===== config.mk =====
export PLATFORM = sky130hd
export DESIGN_NAME = uart_cfg_sequencer_flat
export DESIGN_NICKNAME = d
export VERILOG_FILES = /design/src/rtl/uart_cfg_sequencer_if.sv /design/src/rtl/uart_cfg_sequencer.sv /design/src/flat_wrapper.sv
export SDC_FILE = /design/constraint.sdc
export NUM_CORES = 1
export LEC_CHECK = 0
export CAP_MARGIN = 10
export CORE_AREA = 4 4 56 58
export DETAILED_ROUTE_END_ITERATION = 10
export DIE_AREA = 0 0 60 62
export GPL_TIMING_DRIVEN = 0
export PLACE_DENSITY = 0.8
export SYNTH_ARGS = -nofsm -noshare
export SYNTH_HDL_FRONTEND = slang
export SYNTH_SLANG_ARGS = --single-unit

===== constraint.sdc =====
create_clock -name clk -period 3.75 [get_ports clk]
set_input_delay 0.75 -clock clk [delete_from_list [all_inputs] [get_ports clk]]
set_output_delay 0.75 -clock clk [all_outputs]
set_load 0.02 [all_outputs]

===== src/rtl/uart_cfg_sequencer_if.sv =====
// uart_cfg_sequencer_if: register-write port between the config sequencer and the UART receive processor
interface uart_cfg_sequencer_if;
   logic       valid;
   logic [3:0] address;
   logic [3:0] data;
   logic       ack;
   modport master (output valid, address, data, input ack);
   modport slave (input valid, address, data, output ack);
endinterface


===== src/rtl/uart_cfg_sequencer.sv =====
// uart_cfg_sequencer: latches a line configuration and pushes it as four acked, retried register writes
module uart_cfg_sequencer #(
   parameter int unsigned TIMEOUT   = 15,
   parameter int unsigned MAX_RETRY = 3
) (
   input  logic                        clk,
   input  logic                        rst,
   input  logic                        cfg_start_i,
   input  logic                        cfg_parity_en_i,
   input  logic                        cfg_parity_odd_i,
   input  logic                        cfg_stop2_i,
   input  logic [3:0]                  cfg_len_i,
   uart_cfg_sequencer_if.master        cfg_if,
   output logic                        busy_o,
   output logic                        done_o,
   output logic                        err_o
);
   typedef enum logic [1:0] {IDLE, ISSUE, GAP, FINISH} state_e;
   state_e     state_q, state_d;
   logic [1:0] idx_q, idx_d;
   logic [2:0] retry_q, retry_d;
   logic [7:0] cnt_q, cnt_d;
   logic [3:0] flags_q, flags_d;
   logic [3:0] len_q, len_d;
   logic       err_q, err_d;
   logic       len_ok, expired;
   assign len_ok  = cfg_len_i >= 4'd5 && cfg_len_i <= 4'd9;
   // the cycle in which the counter would reach TIMEOUT is the last ISSUE cycle
   assign expired = cnt_q == 8'(TIMEOUT - 1);
   always_ff @(posedge clk) begin
      if (rst) begin
         state_q <= IDLE;
         idx_q   <= '0;
         retry_q <= '0;
         cnt_q   <= '0;
         flags_q <= '0;
         len_q   <= '0;
         err_q   <= 1'b0;
      end else begin
         state_q <= state_d;
         idx_q   <= idx_d;
         retry_q <= retry_d;
         cnt_q   <= cnt_d;
         flags_q <= flags_d;
         len_q   <= len_d;
         err_q   <= err_d;
      end
   end
   always_comb begin
      state_d = state_q;
      idx_d   = idx_q;
      retry_d = retry_q;
      cnt_d   = cnt_q;
      flags_d = flags_q;
      len_d   = len_q;
      err_d   = err_q;
      case (state_q)
         IDLE: if (cfg_start_i) begin
            if (!len_ok) err_d = 1'b1;
            else begin
               err_d   = 1'b0;
               flags_d = {1'b0, cfg_stop2_i, cfg_parity_odd_i, cfg_parity_en_i};
               len_d   = cfg_len_i;
               idx_d   = '0;
               retry_d = '0;
               cnt_d   = '0;
               state_d = ISSUE;
            end
         end
         ISSUE: if (cfg_if.ack) begin
            state_d = idx_q == 2'd3 ? FINISH : GAP;
            idx_d   = idx_q + 2'd1;
            retry_d = '0;
         end else if (expired) begin
            if (retry_q < 3'(MAX_RETRY)) begin
               retry_d = retry_q + 3'd1;
               state_d = GAP;
            end else begin
               err_d   = 1'b1;
               state_d = IDLE;
            end
         end else cnt_d = cnt_q + 8'd1;
         GAP: begin
            cnt_d   = '0;
            state_d = ISSUE;
         end
         default: state_d = IDLE;
      endcase
   end
   always_comb begin
      cfg_if.valid   = state_q == ISSUE;
      cfg_if.address = cfg_if.valid ? 4'd9 + {2'b00, idx_q} : 4'd0;
      cfg_if.data    = !cfg_if.valid ? 4'd0 : idx_q == 2'd3 ? len_q - 4'd5 : {flags_q[idx_q], 3'b000};
      busy_o         = state_q == ISSUE || state_q == GAP;
      done_o         = state_q == FINISH;
      err_o          = err_q;
   end
endmodule


===== src/flat_wrapper.sv =====
// flat-port wrapper written by rule: the top's interface ports become plain ports
module uart_cfg_sequencer_flat 
#(
   parameter int unsigned TIMEOUT   = 15,
   parameter int unsigned MAX_RETRY = 3
)
  (clk, rst, cfg_start_i, cfg_parity_en_i, cfg_parity_odd_i, cfg_stop2_i, cfg_len_i, busy_o, done_o, err_o, cfg_if_valid, cfg_if_address, cfg_if_data, cfg_if_ack);
  uart_cfg_sequencer_if cfg_if_i ();
  input  logic clk;
  input  logic rst;
  input  logic cfg_start_i;
  input  logic cfg_parity_en_i;
  input  logic cfg_parity_odd_i;
  input  logic cfg_stop2_i;
  input  logic [3:0] cfg_len_i;
  output logic busy_o;
  output logic done_o;
  output logic err_o;
  output wire logic [$bits(cfg_if_i.valid)-1:0] cfg_if_valid;
  output wire logic [$bits(cfg_if_i.address)-1:0] cfg_if_address;
  output wire logic [$bits(cfg_if_i.data)-1:0] cfg_if_data;
  input wire logic [$bits(cfg_if_i.ack)-1:0] cfg_if_ack;
  assign cfg_if_valid = cfg_if_i.valid;
  assign cfg_if_address = cfg_if_i.address;
  assign cfg_if_data = cfg_if_i.data;
  assign cfg_if_i.ack = cfg_if_ack;
  uart_cfg_sequencer #(.TIMEOUT(TIMEOUT), .MAX_RETRY(MAX_RETRY)) u_core (.clk(clk), .rst(rst), .cfg_start_i(cfg_start_i), .cfg_parity_en_i(cfg_parity_en_i), .cfg_parity_odd_i(cfg_parity_odd_i), .cfg_stop2_i(cfg_stop2_i), .cfg_len_i(cfg_len_i), .cfg_if(cfg_if_i), .busy_o(busy_o), .done_o(done_o), .err_o(err_o));
endmodule

==> key figures <==
Worst setup path
  • Crit path capture type: output port
  • Crit-path max FO: 10
  • Cell breakdown of the critical path: inv_1, ha_1, clkbuf_1, nor2b_1, clkdlybuf4s50_1
  • Biggest cell delay along the critical path: 0.65 ns
  • CP startpoint: u_core.state_q[1]
  • Type of the worst setup path: flip-flop to output port
  • Slowest-stage cell, CP: clkdlybuf4s50_1
  • Buf/Inv on CP: 3
  • Startpoint types: flip-flop
  • Start of the worst register-to-register path: u_core.state_q[0]
  • Critical Path RT: 3.00 ns
  • Arrival time worst endpoint: 2.44 ns
  • Top cell family by delay on the critical path: buffers and inverters

Synth
  • Synth warnings: 0
  • Synth Register Bits: 23
  • Mapped Nets: 193
  • Distinct cells, synth: 47
  • Avg Cell Area, Syn: 8.26 um2
  • Ys flop type: dfxtp_1
  • Ys async rst share: 0%
  • Register area share after synthesis: 32.4%
  • Post-synth EDFFs: 0
  • Mapped Cells: 172
  • Syn Std Cell Area: 1420 um2

Finish
  • Share of cells above drive strength 1: 6.06%
  • Final net count: 220
  • Layout area overhead: 20.1%
  • N_diodes: 0
  • Final design instance area without fill: 1710 um2

Floorplan
  • I/O pin cnt: 23
  • Die area: 3720 um2
  • Initial Util: 53.3%
  • DIE WIDTH: 60 um
  • Core ar.: 2660 um2
  • Site Rows: 19
  • Die height: 62 um

Status
  • Outcome: complete, no violations

Drt
  • DR vias: 1399
  • DRC violation count after routing: 0
  • Routed WL per cell: 15.4 um
  • Initial DRC count: 56
  • Post-detailed-route count of antenna-violating nets: 0
  • Total Wirelength: 3.53 mm
  • TritonRoute pass-1 iters: 4
  • Routed vias/inst: 6.11

Timing
  • Layout Skew: 0.00931 ns
  • RSZ-0062 raised after global routing: false
  • Least-Margin Pin Slew: 0.636 ns
  • Fmax: 313 MHz
  • Max-slew violations: 0
  • Total Negative Setup Slacks: 0 ns
  • Hold Vio Cnt, Final: 0
  • Ratio of final minimum period to clock period: 85.1%
  • Rel. slew slack: 57.6%
  • Final Setup Violations: 0
  • Final min period: 3.19 ns

Min path
  • Min-delay src: u_core.flags_q[2]
  • HP Class: flip-flop to flip-flop

Clocking
  • CTS tree: built
  • # clock sinks: 23
  • Worst-Skew Late Latency: 0.32 ns
  • Post-CTS Setup Inserts: 0
  • PostCTS Resize Cnt: 0
  • CTS Root Cell: clkbuf_4
  • H-tree Lvls: 1
  • Clk slew on worst S/H paths: 0.13 ns
  • Max clock buf depth: 2
  • Cts bufs inserted: 3
  • Cts hold-fix bufs: 0

Global route
  • Grt total ovfl: 0
  • Initial antenna violation count: 0
  • First-pass GRT wire length: 6.11 mm
  • Largest net degree at the start of global routing: 13
  • All-Layer GR Usage: 21.8%
  • Vias in the first global route: 1402

Place
  • Placed instance area: 1680 um2
  • Port bufs: 22
  • Hpwl dp: 2.73 mm
  • Final RePlAce weighted congestion: 0.830

Power and ir drop
  • VDD IR max: 0.000480 V
  • LEAKAGE: 0.000636 uW
  • PwrDens: 466 nW/um2

Job
  • Max-Cap Viols: 0
cells in the final DEF (no fill, tap or decap), types with 3 or more instances in the layout:
cell type / instances
dfxtp_1: 23
nor3_1: 8
inv_1: 8
mux2i_1: 3
nor2_1: 6
clkbuf_1: 5
o22ai_1: 3
o21ai_0: 16
ha_1: 10
nand2_1: 18
clkdlybuf4s50_1: 22
nor2b_1: 3
clkbuf_4: 3
nand3_1: 10
o22a_1: 7
a21oi_1: 13
area by class of cell:
cell class                      instances  area (um2)
Fill cell                             246         957
Sequential cell                        23         460
Clock buffer                            4        26.3
Buffer                                  6        26.3
Timing Repair Buffer                   22         220
Tap cell                               31        38.8
Inverter                                9        33.8
Multi-Input combinational cell        134         900
cells by family (layout without fill, tap and decap cells):
| family | after synthesis | in the layout | share of synthesized area [%] |
|---|---|---|---|
| AO/OA/AOI/OAI | 56 | 56 | 27.8 |
| XOR/XNOR | 2 | 2 | 1.23 |
| adder cells (fa/ha/maj) | 10 | 10 | 8.81 |
| buffers and inverters | 15 | 41 | 4.23 |
| flip-flops | 23 | 23 | 32.4 |
| multiplexers | 3 | 3 | 2.11 |
| AND/OR/NAND/NOR | 63 | 63 | 23.3 |
power by group:
group | internal (uW) | switching [uW]
sequential | 265 | 19.0
combinational | 155 | 236
clock | 41.7 | 77.9
total | 462 | 333
cells in the mapped netlist, types with 2 or more instances:
cell / n / area share [%]
dfxtp_1: 23 / 32
nand2_1: 18 / 4.8
o21ai_0: 16 / 5.6
a21oi_1: 13 / 4.6
ha_1: 10 / 8.8
nand3_1: 10 / 3.5
inv_1: 8 / 2.1
nor3_1: 8 / 2.8
o22a_1: 7 / 4.3
nor2_1: 6 / 1.6
clkbuf_1: 4 / 1.1
mux2i_1: 3 / 2.1
nor2b_1: 3 / 1.3
o22ai_1: 3 / 1.3
a31oi_1: 2 / 0.88
and2_1: 2 / 0.88
nand2b_1: 2 / 0.88
nand4_1: 2 / 0.88
nor4_1: 2 / 0.88
o211a_1: 2 / 1.4
or2_2: 2 / 0.88
metrics by stage:
stage,hold slack (ns),util (%),cells,worst slack [ns],total power [uW]
2_1_floorplan,0.453,-,172,1.47,547
3_3_place_gp,0.465,63.1,225,1.04,657
3_5_place_dp,0.482,63.1,225,0.980,673
4_1_cts,0.505,64.1,229,0.607,791
5_1_grt,0.517,64.1,229,0.323,847
6_report,0.500,64.1,229,0.558,794
flip-flops by register name (all words and copies together), names as in the netlist:
register / flops
u_core.err_o: 1
u_core.retry_q: 3
u_core.idx_q: 2
u_core.len_q: 4
u_core.cnt_q: 8
u_core.flags_q: 3
u_core.state_q: 2
routing by layer:
layer | track usage, % | share of wire, %
met4 | 11.4 | 2.3
met5 | 0 | 0
met2 | 39.2 | 49
met3 | 2.69 | 4.8
met1 | 25.3 | 44
final timing paths:
path	to	slack, ns	depth (start not counted)
hold reg to reg	u_core.flags_q[2]	0.50	2
setup / recovery	cfg_if_address[0]	0.56	5
hold / removal	u_core.flags_q[2]	0.50	2
setup reg to reg	u_core.cnt_q[4]	1.67	7
worst min-delay path, delay by kind of cell, from the launching register on:
kind           cells  cell delay [ns]
flip-flops         1             0.33
AO/OA/AOI/OAI      2             0.13
Note: power is estimated with default switching activity, not from simulation.
